`src/rtl/data_mem_arbiter.sv`:
```
// rtl/data_mem_arbiter.sv - two-requester round-robin arbiter and access sequencer for Data_Memory
module data_mem_arbiter #(
    parameter int ADDR_W    = 64,
    parameter int DATA_W    = 64,
    parameter int MEM_BYTES = 64
) (
    input  logic              clk,
    input  logic              reset_n,
    input  logic              r0_valid,
    input  logic              r0_write,
    input  logic [ADDR_W-1:0] r0_addr,
    input  logic [DATA_W-1:0] r0_wdata,
    output logic              r0_ready,
    output logic              r0_rvalid,
    output logic [DATA_W-1:0] r0_rdata,
    output logic              r0_err,
    input  logic              r1_valid,
    input  logic              r1_write,
    input  logic [ADDR_W-1:0] r1_addr,
    input  logic [DATA_W-1:0] r1_wdata,
    output logic              r1_ready,
    output logic              r1_rvalid,
    output logic [DATA_W-1:0] r1_rdata,
    output logic              r1_err,
    output logic [ADDR_W-1:0] mem_addr,
    output logic [DATA_W-1:0] mem_wdata,
    output logic              mem_write,
    output logic              mem_read,
    input  logic [DATA_W-1:0] mem_rdata
);

    typedef enum logic [1:0] {S_IDLE, S_ISSUE, S_RESP} state_t;

    localparam logic [ADDR_W-1:0] LAST_ADDR = ADDR_W'(MEM_BYTES - 8);

    state_t            r_state;
    state_t            w_state_nxt;
    logic              r_prio;
    logic              r_id;
    logic              r_write;
    logic              r_err;
    logic [ADDR_W-1:0] r_addr;
    logic [DATA_W-1:0] r_wdata;
    logic [DATA_W-1:0] r_rdata;

    logic              w_grant0;
    logic              w_grant1;
    logic              w_accept;
    logic              w_sel_write;
    logic [ADDR_W-1:0] w_sel_addr;
    logic [DATA_W-1:0] w_sel_wdata;
    logic              w_resp;

    // Grants are only offered in IDLE; reset_n gates them so ready is low while reset is held.
    always_comb begin
        w_grant0    = 1'b0;
        w_grant1    = 1'b0;
        w_state_nxt = r_state;
        if (r_state == S_IDLE && reset_n) begin
            w_grant0 = r0_valid & (~r1_valid | ~r_prio);
            w_grant1 = r1_valid & (~r0_valid |  r_prio);
        end
        w_accept    = w_grant0 | w_grant1;
        w_sel_write = w_grant1 ? r1_write : r0_write;
        w_sel_addr  = w_grant1 ? r1_addr  : r0_addr;
        w_sel_wdata = w_grant1 ? r1_wdata : r0_wdata;
        case (r_state)
            S_IDLE:  if (w_accept) w_state_nxt = S_ISSUE;
            S_ISSUE: w_state_nxt = S_RESP;
            S_RESP:  w_state_nxt = S_IDLE;
            default: w_state_nxt = S_IDLE;
        endcase
    end

    always_ff @(posedge clk or negedge reset_n) begin
        if (!reset_n) begin
            r_state <= S_IDLE;
            r_prio  <= 1'b0;
            r_id    <= 1'b0;
            r_write <= 1'b0;
            r_err   <= 1'b0;
            r_addr  <= '0;
            r_wdata <= '0;
            r_rdata <= '0;
        end else begin
            r_state <= w_state_nxt;
            if (w_accept) begin
                r_id    <= w_grant1;
                r_prio  <= w_grant0;
                r_write <= w_sel_write;
                r_addr  <= w_sel_addr;
                r_err   <= (w_sel_addr > LAST_ADDR);
                // Keep the last store data on the bus; loads leave it untouched.
                if (w_sel_write) begin
                    r_wdata <= w_sel_wdata;
                end
            end
            if (r_state == S_ISSUE) begin
                r_rdata <= (!r_err && !r_write) ? mem_rdata : '0;
            end
        end
    end

    assign w_resp    = (r_state == S_RESP);
    assign mem_addr  = r_addr;
    assign mem_wdata = r_wdata;
    assign mem_write = (r_state == S_ISSUE) & ~r_err &  r_write;
    assign mem_read  = (r_state == S_ISSUE) & ~r_err & ~r_write;

    assign r0_ready  = w_grant0;
    assign r1_ready  = w_grant1;
    assign r0_rvalid = w_resp & ~r_id;
    assign r1_rvalid = w_resp &  r_id;
    assign r0_rdata  = r0_rvalid ? r_rdata : '0;
    assign r1_rdata  = r1_rvalid ? r_rdata : '0;
    assign r0_err    = r0_rvalid & r_err;
    assign r1_err    = r1_rvalid & r_err;

endmodule
```
`config.mk`:
```
export PLATFORM = sky130hd
export DESIGN_NAME = data_mem_arbiter
export DESIGN_NICKNAME = d
export VERILOG_FILES = /design/src/rtl/data_mem_arbiter.sv
export SDC_FILE = /design/constraint.sdc
export NUM_CORES = 1
export LEC_CHECK = 0
export ABC_AREA = 0
export BUFFER_PORTS_ARGS = -buffer_cell sky130_fd_sc_hd__buf_2
export CELL_PAD_IN_SITES_DETAIL_PLACEMENT = 2
export CELL_PAD_IN_SITES_GLOBAL_PLACEMENT = 2
export CORE_AREA = 2 2 229 231
export CTS_CLUSTER_DIAMETER = 120
export DETAILED_ROUTE_END_ITERATION = 8
export DIE_AREA = 0 0 231 233
export PLACE_DENSITY_LB_ADDON = 0.25
export SKIP_CTS_REPAIR_TIMING = 1
export SYNTH_ARGS = -nofsm -noshare
export SYNTH_HDL_FRONTEND = slang
export SYNTH_SLANG_ARGS = --single-unit
```
`constraint.sdc`:
```
create_clock -name clk -period 2.8 [get_ports clk]
set_input_delay 0.28 -clock clk [delete_from_list [all_inputs] [get_ports clk]]
set_output_delay 0.28 -clock clk [all_outputs]
set_load 0.01 [all_outputs]
```
==> flow_summary.json, run 1 <==
{
  "synthesis.area_sq_mm": 0.009434,
  "grt_pass1_vias": 10492,
  "grt_usage": 0.1668,
  "status": "completed",
  "cp-start-kind": "register",
  "dp.cells": 2201,
  "fin_cells": 2284,
  "cellLeakagePower_nw": 7.710,
  "ys_seq_area_frac": 0.5252,
  "syn_avg_cell_area_sq_um": 9.501,
  "syn_inst": 993,
  "drt_pass1_iterations": 4,
  "cts.sinks": 198,
  "routed_wl_um": 45440,
  "arrival_ns": 2.31,
  "cts_tree": "done",
  "fin_util": 0.2767,
  "dp_hpwl_um": 34720,
  "start_util": 0.1846,
  "min_period_ns": 2.588,
  "r2r_setup_slack_ns": 0.67,
  "core-area_sq_mm": 0.05109,
  "dominantRegCellSynth": "dfrtp_1",
  "ys_types": 32,
  "numCtsBuffers": 17,
  "maxCapViolCount": 0,
  "via_per_inst": 4.327,
  "grt-ovfl-total": 0,
  "portBuffers": 589,
  "slew_viol_final": 0,
  "antenna_found_initial": 15,
  "fp.dieW_um": 231,
  "rsz0062_at_grt": "false",
  "drc": 0,
  "internal_power_mw": 6.593,
  "yosys_warnings": 0,
  "clk_latency_ns": 0.48,
  "postLayoutCellArea_sq_mm": 0.01414,
  "syn_nets": 1319,
  "dr_total_vias": 9883,
  "fmax_ghz": 0.3864,
  "period_share": 0.9242,
  "hold_viol": 0,
  "dieArea_sq_mm": 0.05382,
  "wl_per_cell_um": 19.90,
  "grt_max_degree": 132,
  "boundaryPins": 590,
  "syn_to_final_growth_pct": 49.84,
  "ctsLongestPathBuffers": 2,
  "maxSlewHeadroom": 0.3907,
  "placed_cell_area_sq_mm": 0.01312,
  "min-delay-path-class": "in2reg",
  "worstPathMaxFanout": 43,
  "ys_ff_latch": 198,
  "setup_tns_ns": 0,
  "cts-htree-levels": 4,
  "swShare": 0.3888,
  "final_common_cell": "buf_2",
  "power_density_mw_per_mm2": 763.0,
  "setup.worst_path.class": "reg2out",
  "critPathCaptureType": "primary output",
  "synth_top_area_frac": 0.5252,
  "power.share.clock": 0.233,
  "tightest_slew_ns": 0.9140,
  "grt_pass1_wl_um": 66980,
  "synth_edf_count": 0,
  "num_rows": 83,
  "seqPwrFrac": 0.404,
  "ir_worst_vdd_v": 0.0004071,
  "layout-drive-gt1-share": 0.4048,
  "synthArstFlopShare": 1.000,
  "combPwrFrac": 0.363,
  "netSwitchingPower_mw": 4.193,
  "cts-root-buf": "clkbuf_16",
  "mostFrequentLayoutCells": "588 x buf_2, 203 x nand2_1, 198 x dfrtp_1, 130 x and2_1, 67 x nor2_1",
  "yosysTopAreaCell": "dfrtp_1",
  "clk_pin_slew_ns": 0.08,
  "total_power_mw": 10.79,
  "num-nets-final": 1909,
  "routabilityCongestion": 0.7986,
  "post_synth_main_area_contributors": "dfrtp_1 53%, and2_1 8.6%, nand2_1 8.1%",
  "postRouteAntennaNets": 0,
  "finClkSkew_ns": 0.01023,
  "cp_data_required_time_ns": 2.52,
  "die_h_um": 233,
  "report.final.setup_viol": 0,
  "drt_iter0_drc": 402
}
## registers in the layout, summed over array words and instances, names as in the netlist
name / cells
r_state: 2
r_prio: 1
r_id: 1
mem_addr: 64
r_rdata: 64
r_err: 1
mem_wdata: 64
r_write: 1
## per-stage QoR
stage | setup slack [ns] | hold slack (ns)
2_1_floorplan | 1.170 | -0.01559
3_3_place_gp | 0.7714 | 0.4565
3_5_place_dp | 0.7152 | 0.4696
4_1_cts | 0.1735 | -0.06275
5_1_grt | 0.04806 | 0.0006235
6_report | 0.2123 | 0.01686
## critical path: stages, from the launching register on
cell     delay, ns
dfrtp_1       0.44
and3b_2       0.72
buf_4         0.34
and2_1        0.16
buf_2         0.13
## per-layer routing
metal  track usage  part of all wire  vias up
met2        0.2764              0.49      364
li1              -                 -     4609
met4       0.05302             0.019       10
met3       0.05784             0.076       49
met5             0            0.0016        -
met1        0.2023              0.41     4851
## cell families (layout without fill, tap and decap cells)
family / Yosys count / count (layout) / share of synthesized area
AOI/OAI and AO/OA: 200 / 200 / 0.1430
and+or+nand+nor: 450 / 450 / 0.2269
buffers and inverters: 81 / 684 / 0.03700
muxes: 64 / 64 / 0.06790
DFF: 198 / 198 / 0.5252
other: 0 / 8 / 0
## power by group through the flow
| stage | sequential [mW] | clock [mW] | combinational, mW |
|---|---|---|---|
| floorplan | 4.81 | 0 | 1.41 |
| global placement | 4.37 | 0 | 3.88 |
| detailed placement | 4.40 | 0 | 3.98 |
| CTS | 4.37 | 2.67 | 3.98 |
| global route | 4.50 | 2.76 | 4.38 |
| finish | 4.35 | 2.51 | 3.92 |
## final timing paths
| kind | startpoint | endpoint | cells past startpoint |
|---|---|---|---|
| worst max-delay path | r_state[0]$_DFFE_PN0P_ | r1_rdata[42] | 4 |
| worst min-delay path | mem_rdata[60] | r_rdata[60]$_DFFE_PN0N_ | 2 |
| worst max register to register | r_state[0]$_DFFE_PN0P_ | mem_wdata[5]$_DFFE_PN0P_ | 7 |
| worst min register to register | mem_wdata[19]$_DFFE_PN0P_ | mem_wdata[19]$_DFFE_PN0P_ | 2 |
| max in group asynchronous | reset_n | mem_wdata[20]$_DFFE_PN0P_ | 4 |
| min in group asynchronous | reset_n | mem_addr[0]$_DFFE_PN0P_ | 3 |
## synth_stat cells, drive strengths merged (3+ instances only)
cell	number
and2	130
clkbuf	41
a31oi	65
nor3	7
nand2	203
dfrtp	198
nand4	4
o21ai	64
a22o	64
inv	3
nor2	67
mux2i	64
nor3b	3
nand3	5
buf	37
nor4	26
## area by class of cell
cell class,count,area [sq um]
fillers,5913,36960
clock buffers,20,446.7
multi-input cells,714,4156
flip-flops and latches,198,4955
inverters,3,11.26
clock inverters,12,117.6
repair buffers,649,3578
well taps,680,850.8
diodes,8,20.02
(Power assumes the default switching activity.)
==> run 2: changes to the inputs <==
--- a/config.mk
+++ b/config.mk
@@ -14,6 +14,7 @@
 export DETAILED_ROUTE_END_ITERATION = 8
 export DIE_AREA = 0 0 231 233
 export PLACE_DENSITY_LB_ADDON = 0.25
+export REMOVE_ABC_BUFFERS = 1
 export SKIP_CTS_REPAIR_TIMING = 1
 export SYNTH_ARGS = -nofsm -noshare
 export SYNTH_HDL_FRONTEND = slang
==> run 2 against run 1 <==
Against the previous run: first-iteration DRC count is 20% lower; clock power is 6% higher; utilization is 0.091 points lower; power is 1.2% higher; critical endpoint is now r1_rdata[2]; critical path type unchanged; register-to-register slack worse by 0.11 ns.
==> flow_summary.json, run 2 (same netlist as run 1, synthesis figures left out) <==
{
  "worstReg2RegStart": "r_state[0]$_DFFE_PN0P_",
  "grt_pass1_wl_um": 66830,
  "cts.sinks": 198,
  "final_common_cell": "buf_2",
  "cp-start-kind": "register",
  "ir_worst_vdd_v": 0.0002931,
  "fmax_ghz": 0.4173,
  "seqPwrFrac": 0.403,
  "antenna_found_initial": 16,
  "routed_wl_um": 45580,
  "min_period_ns": 2.396,
  "core-area_sq_mm": 0.05109,
  "critPathCaptureType": "primary output",
  "grt-ovfl-total": 0,
  "dr_total_vias": 9830,
  "finClkSkew_ns": 0.01599,
  "cp_data_required_time_ns": 2.52,
  "slew_viol_final": 0,
  "fp.dieW_um": 231,
  "drt_pass1_iterations": 4,
  "portBuffers": 589,
  "cts_tree": "done",
  "report.final.setup_viol": 0,
  "clk_pin_slew_ns": 0.07,
  "power_density_mw_per_mm2": 774.5,
  "clk_latency_ns": 0.50,
  "period_share": 0.8558,
  "postRouteAntennaNets": 0,
  "min_from": "mem_rdata[36]",
  "placed_cell_area_sq_mm": 0.01308,
  "rsz0062_at_grt": "false",
  "r2r_setup_slack_ns": 0.56,
  "cp-startpoint": "r_state[0]$_DFFE_PN0P_",
  "worstPathMaxFanout": 30,
  "die_h_um": 233,
  "routabilityCongestion": 0.7947,
  "netSwitchingPower_mw": 4.228,
  "grt_max_degree": 133,
  "power.share.clock": 0.244,
  "hold_depth": 2,
  "arrival_ns": 2.12,
  "mostFrequentLayoutCells": "588 x buf_2, 203 x nand2_1, 198 x dfrtp_1, 130 x and2_1, 67 x nor2_1",
  "wl_per_cell_um": 20.06,
  "dieArea_sq_mm": 0.05382,
  "maxCapViolCount": 0,
  "hold_end": "r_rdata[36]$_DFFE_PN0N_",
  "cts-htree-levels": 4,
  "total_power_mw": 10.91,
  "internal_power_mw": 6.684,
  "min-delay-path-class": "in2reg",
  "postLayoutCellArea_sq_mm": 0.01409,
  "swShare": 0.3875,
  "num_rows": 83,
  "dp_slack_ns": 0.5959,
  "dp_hpwl_um": 35110,
  "combPwrFrac": 0.354,
  "syn_to_final_growth_pct": 49.35,
  "r2r_end": "r_err$_DFFE_PN0P_",
  "num-nets-final": 1900,
  "setup.worst_path.class": "reg2out",
  "drt_iter0_drc": 320,
  "drc": 0,
  "grt_usage": 0.1663,
  "cellLeakagePower_nw": 7.693,
  "maxSlewHeadroom": 0.3262,
  "ctsLongestPathBuffers": 2,
  "start_util": 0.1846,
  "status": "completed",
  "numCtsBuffers": 17,
  "grt_pass1_vias": 10487,
  "timing.final.ws_setup_ns": 0.4038,
  "via_per_inst": 4.327,
  "cts-root-buf": "clkbuf_16",
  "boundaryPins": 590,
  "tightest_slew_ns": 1.011,
  "hold_viol": 0,
  "reg2regPathDepth": 6,
  "layout-drive-gt1-share": 0.4052
}
## run 2: layout make-up
type,count,area [sq um]
diodes,5,12.51
clock buffers,18,439.2
clock inverters,14,163.9
fillers,5945,37000
inverters,3,11.26
multi-input cells,714,4156
flip-flops and latches,198,4955
well taps,680,850.8
repair buffers,640,3501
## run 2: worst max path at each step
stage / cells after the start / end
floorplan: 5 / mem_wdata[0]$_DFFE_PN0P_
global placement: 6 / r_err$_DFFE_PN0P_
detailed placement: 6 / r_err$_DFFE_PN0P_
CTS: 4 / r1_rdata[50]
global route: 4 / r1_rdata[20]
finish: 4 / r1_rdata[2]
## run 2: critical path, stage by stage (launching register included)
cell     delay (ns)
dfrtp_1        0.43
and3b_2        0.57
buf_4          0.31
and2_1         0.17
buf_2          0.13
## run 2: layer usage
metal / up-vias / share of wire / GRT usage
li1: 4596 / - / -
met1: 4795 / 0.39 / 0.1830
met2: 358 / 0.51 / 0.2942
met3: 69 / 0.070 / 0.05600
met4: 12 / 0.029 / 0.06492
met5: - / 0.0020 / 0
## run 2: power groups by stage
stage                     Combinational [mW]  Clock [mW]  Sequential [mW]
after floorplan                         1.46           0             4.83
after global placement                  3.84           0             4.41
after detailed placement                3.94           0             4.45
after CTS                               3.95        2.79             4.42
after global routing                    4.32        2.87             4.54
final                                   3.86        2.66             4.39
## run 2: through the flow
| step | cells | util | hold WS [ns] | TNS [ns] |
|---|---|---|---|---|
| global route | 2271 | 0.2757 | -0.002425 | 0 |
| global placement | 2196 | 0.2561 | 0.4572 | 0 |
| floorplan | 915 | - | -0.01559 | -837.49 |
| finish | 2272 | 0.2758 | 0.01008 | 0 |
| CTS | 2228 | 0.2679 | -0.09163 | 0 |
| detailed placement | 2196 | 0.2561 | 0.4682 | 0 |
==> run 3: changes to the inputs <==
--- a/config.mk
+++ b/config.mk
@@ -9,10 +9,10 @@
 export BUFFER_PORTS_ARGS = -buffer_cell sky130_fd_sc_hd__buf_2
 export CELL_PAD_IN_SITES_DETAIL_PLACEMENT = 2
 export CELL_PAD_IN_SITES_GLOBAL_PLACEMENT = 2
-export CORE_AREA = 2 2 229 231
+export CORE_AREA = 2 2 231 233
 export CTS_CLUSTER_DIAMETER = 120
 export DETAILED_ROUTE_END_ITERATION = 8
-export DIE_AREA = 0 0 231 233
+export DIE_AREA = 0 0 233 235
 export PLACE_DENSITY_LB_ADDON = 0.25
 export REMOVE_ABC_BUFFERS = 1
 export SKIP_CTS_REPAIR_TIMING = 1
==> constraint.sdc (replaced) <==
create_clock -name clk -period 2.7 [get_ports clk]
set_input_delay 0.27 -clock clk [delete_from_list [all_inputs] [get_ports clk]]
set_output_delay 0.27 -clock clk [all_outputs]
set_load 0.01 [all_outputs]
==> run 3 against run 2 <==
Against the previous run: sequential share of layout area decreased by 0.68 points; combinational power increased by 4%; first-iteration DRC count increased by 26%; worst hold slack about the same; largest power group unchanged; sequential power increased by 4.6%.
==> flow_summary.json, run 3 (same netlist as run 1, synthesis figures left out) <==
{
  "arrival_ns": 2.09,
  "cts-htree-levels": 4,
  "fp.dieW_um": 233,
  "core-area_sq_mm": 0.05224,
  "die_h_um": 235,
  "num_rows": 84,
  "hold_end": "r_rdata[39]$_DFFE_PN0N_",
  "final_common_cell": "buf_2",
  "cellLeakagePower_nw": 7.787,
  "worstPathCellList": "and3b_2 > buf_12 > and2_1 > buf_2",
  "portBuffers": 589,
  "ir_worst_vdd_v": 0.0003489,
  "hold_viol": 0,
  "postLayoutCellArea_sq_mm": 0.01437,
  "slowest_delay_ns": 0.58,
  "min-delay-path-class": "in2reg",
  "routabilityCongestion": 0.8007,
  "r2r_setup_slack_ns": 0.55,
  "wl_met2_um": 23830,
  "critPathCaptureType": "primary output",
  "clk_pin_slew_ns": 0.08,
  "cts.sinks": 198,
  "syn_to_final_growth_pct": 52.28,
  "clk_latency_ns": 0.50,
  "tightest_slew_ns": 0.8413,
  "via_per_inst": 4.299,
  "start_util": 0.1806,
  "drc": 0,
  "r2r_end": "mem_wdata[51]$_DFFE_PN0P_",
  "rsz0062_at_grt": "false",
  "grt_pass1_vias": 10607,
  "grt_pass1_wl_um": 68130,
  "mostFrequentLayoutCells": "588 x buf_2, 203 x nand2_1, 198 x dfrtp_1, 130 x and2_1, 67 x nor2_1",
  "layout-drive-gt1-share": 0.4001,
  "grt-ovfl-total": 0,
  "min_period_ns": 2.359,
  "dr_total_vias": 9936,
  "finClkSkew_ns": 0.01212,
  "drt_iter0_drc": 403,
  "wl_per_cell_um": 20.16,
  "cp-start-kind": "register",
  "dp_hpwl_um": 35380,
  "cp-startpoint": "r_state[0]$_DFFE_PN0P_",
  "dr_wl_met3_um": 3675,
  "slew_viol_final": 0,
  "postRouteAntennaNets": 0,
  "setup_tns_ns": 0,
  "placed_cell_area_sq_mm": 0.01314,
  "ctsLongestPathBuffers": 2,
  "setup.worst_path.class": "reg2out",
  "min_from": "mem_rdata[39]",
  "maxSlewHeadroom": 0.4391,
  "reg2regPathDepth": 7,
  "status": "completed",
  "drt_pass1_iterations": 4,
  "routed_wl_um": 46600,
  "dieArea_sq_mm": 0.05476,
  "period_share": 0.8737,
  "cp_data_required_time_ns": 2.43,
  "highest_layer": "met5",
  "antenna_found_initial": 16,
  "numCtsBuffers": 17,
  "grt_max_degree": 130,
  "cp_slowest_cell": "and3b_2",
  "boundaryPins": 590,
  "maxCapViolCount": 0,
  "num-nets-final": 1925,
  "cts_tree": "done",
  "cts-root-buf": "clkbuf_16",
  "grt_usage": 0.1668,
  "report.final.setup_viol": 0,
  "fmax_ghz": 0.4239,
  "worstPathMaxFanout": 42,
  "power_density_mw_per_mm2": 787.9,
  "worstReg2RegStart": "r_state[0]$_DFFE_PN0P_",
  "hold_depth": 2,
  "met1_length_um": 18260
}
run 3: cell types whose count changed in the layout (fill, tap and decap cells not counted), sizes merged, moves of 2 or more:
cell         change
clkbuf           +2
diode            +6
clkinvlp         +3
dlygate4sd3     +22
inv              -3
buf              +2
run 3: worst max path at each step:
stage | slack [ns] | cells after the start | endpoint
CTS | 0.29 | 4 | r1_rdata[35]
global placement | 0.65 | 6 | r_err$_DFFE_PN0P_
detailed placement | 0.56 | 6 | r_err$_DFFE_PN0P_
global route | 0.18 | 4 | r1_rdata[35]
floorplan | -5.90 | 5 | mem_wdata[0]$_DFFE_PN0P_
finish | 0.34 | 4 | r1_rdata[33]
run 3: per-stage QoR:
stage / hold WS, ns / setup WS, ns / util / instances / power (mW)
4_1_cts: -0.1808 / 0.2877 / 0.2628 / 2239 / 11.54
6_report: 0.01014 / 0.3411 / 0.2750 / 2311 / 11.32
2_1_floorplan: -0.02559 / -5.902 / - / 915 / 6.522
3_3_place_gp: 0.3874 / 0.6464 / 0.2516 / 2207 / 8.575
3_5_place_dp: 0.3903 / 0.5573 / 0.2516 / 2207 / 8.723
5_1_grt: -0.0004133 / 0.1828 / 0.2749 / 2309 / 12.21
run 3: worst max-delay path: cells and delay by family, from the launching register on:
kind | cells | cell delay, ns
buf+inv | 2 | 0.39
flops | 1 | 0.44
simple gates | 2 | 0.74
run 3: metal layers:
metal | vias up | track usage
li1 | 4646 | -
met1 | 4902 | 0.1839
met2 | 338 | 0.2896
met3 | 46 | 0.06201
met4 | 4 | 0.06312
met5 | - | 0
run 3: cell type report:
| class | instances | area, sq um |
|---|---|---|
| antenna | 11 | 27.53 |
| clock buffer | 19 | 442.9 |
| clock inverter | 13 | 145.1 |
| fill | 6002 | 37870 |
| inverter | 3 | 11.26 |
| multi-input combinational | 714 | 4156 |
| sequential | 198 | 4955 |
| tap | 688 | 860.8 |
| timing repair buffer | 665 | 3767 |
run 3: report_power, final:
group	total [mW]	leakage [nW]	internal, mW	switching, mW
clock network	2.70	0.274	1.33	1.37
registers	4.59	2.50	3.96	0.631
logic	4.03	5.01	1.58	2.44
total	11.3	7.79	6.87	4.45
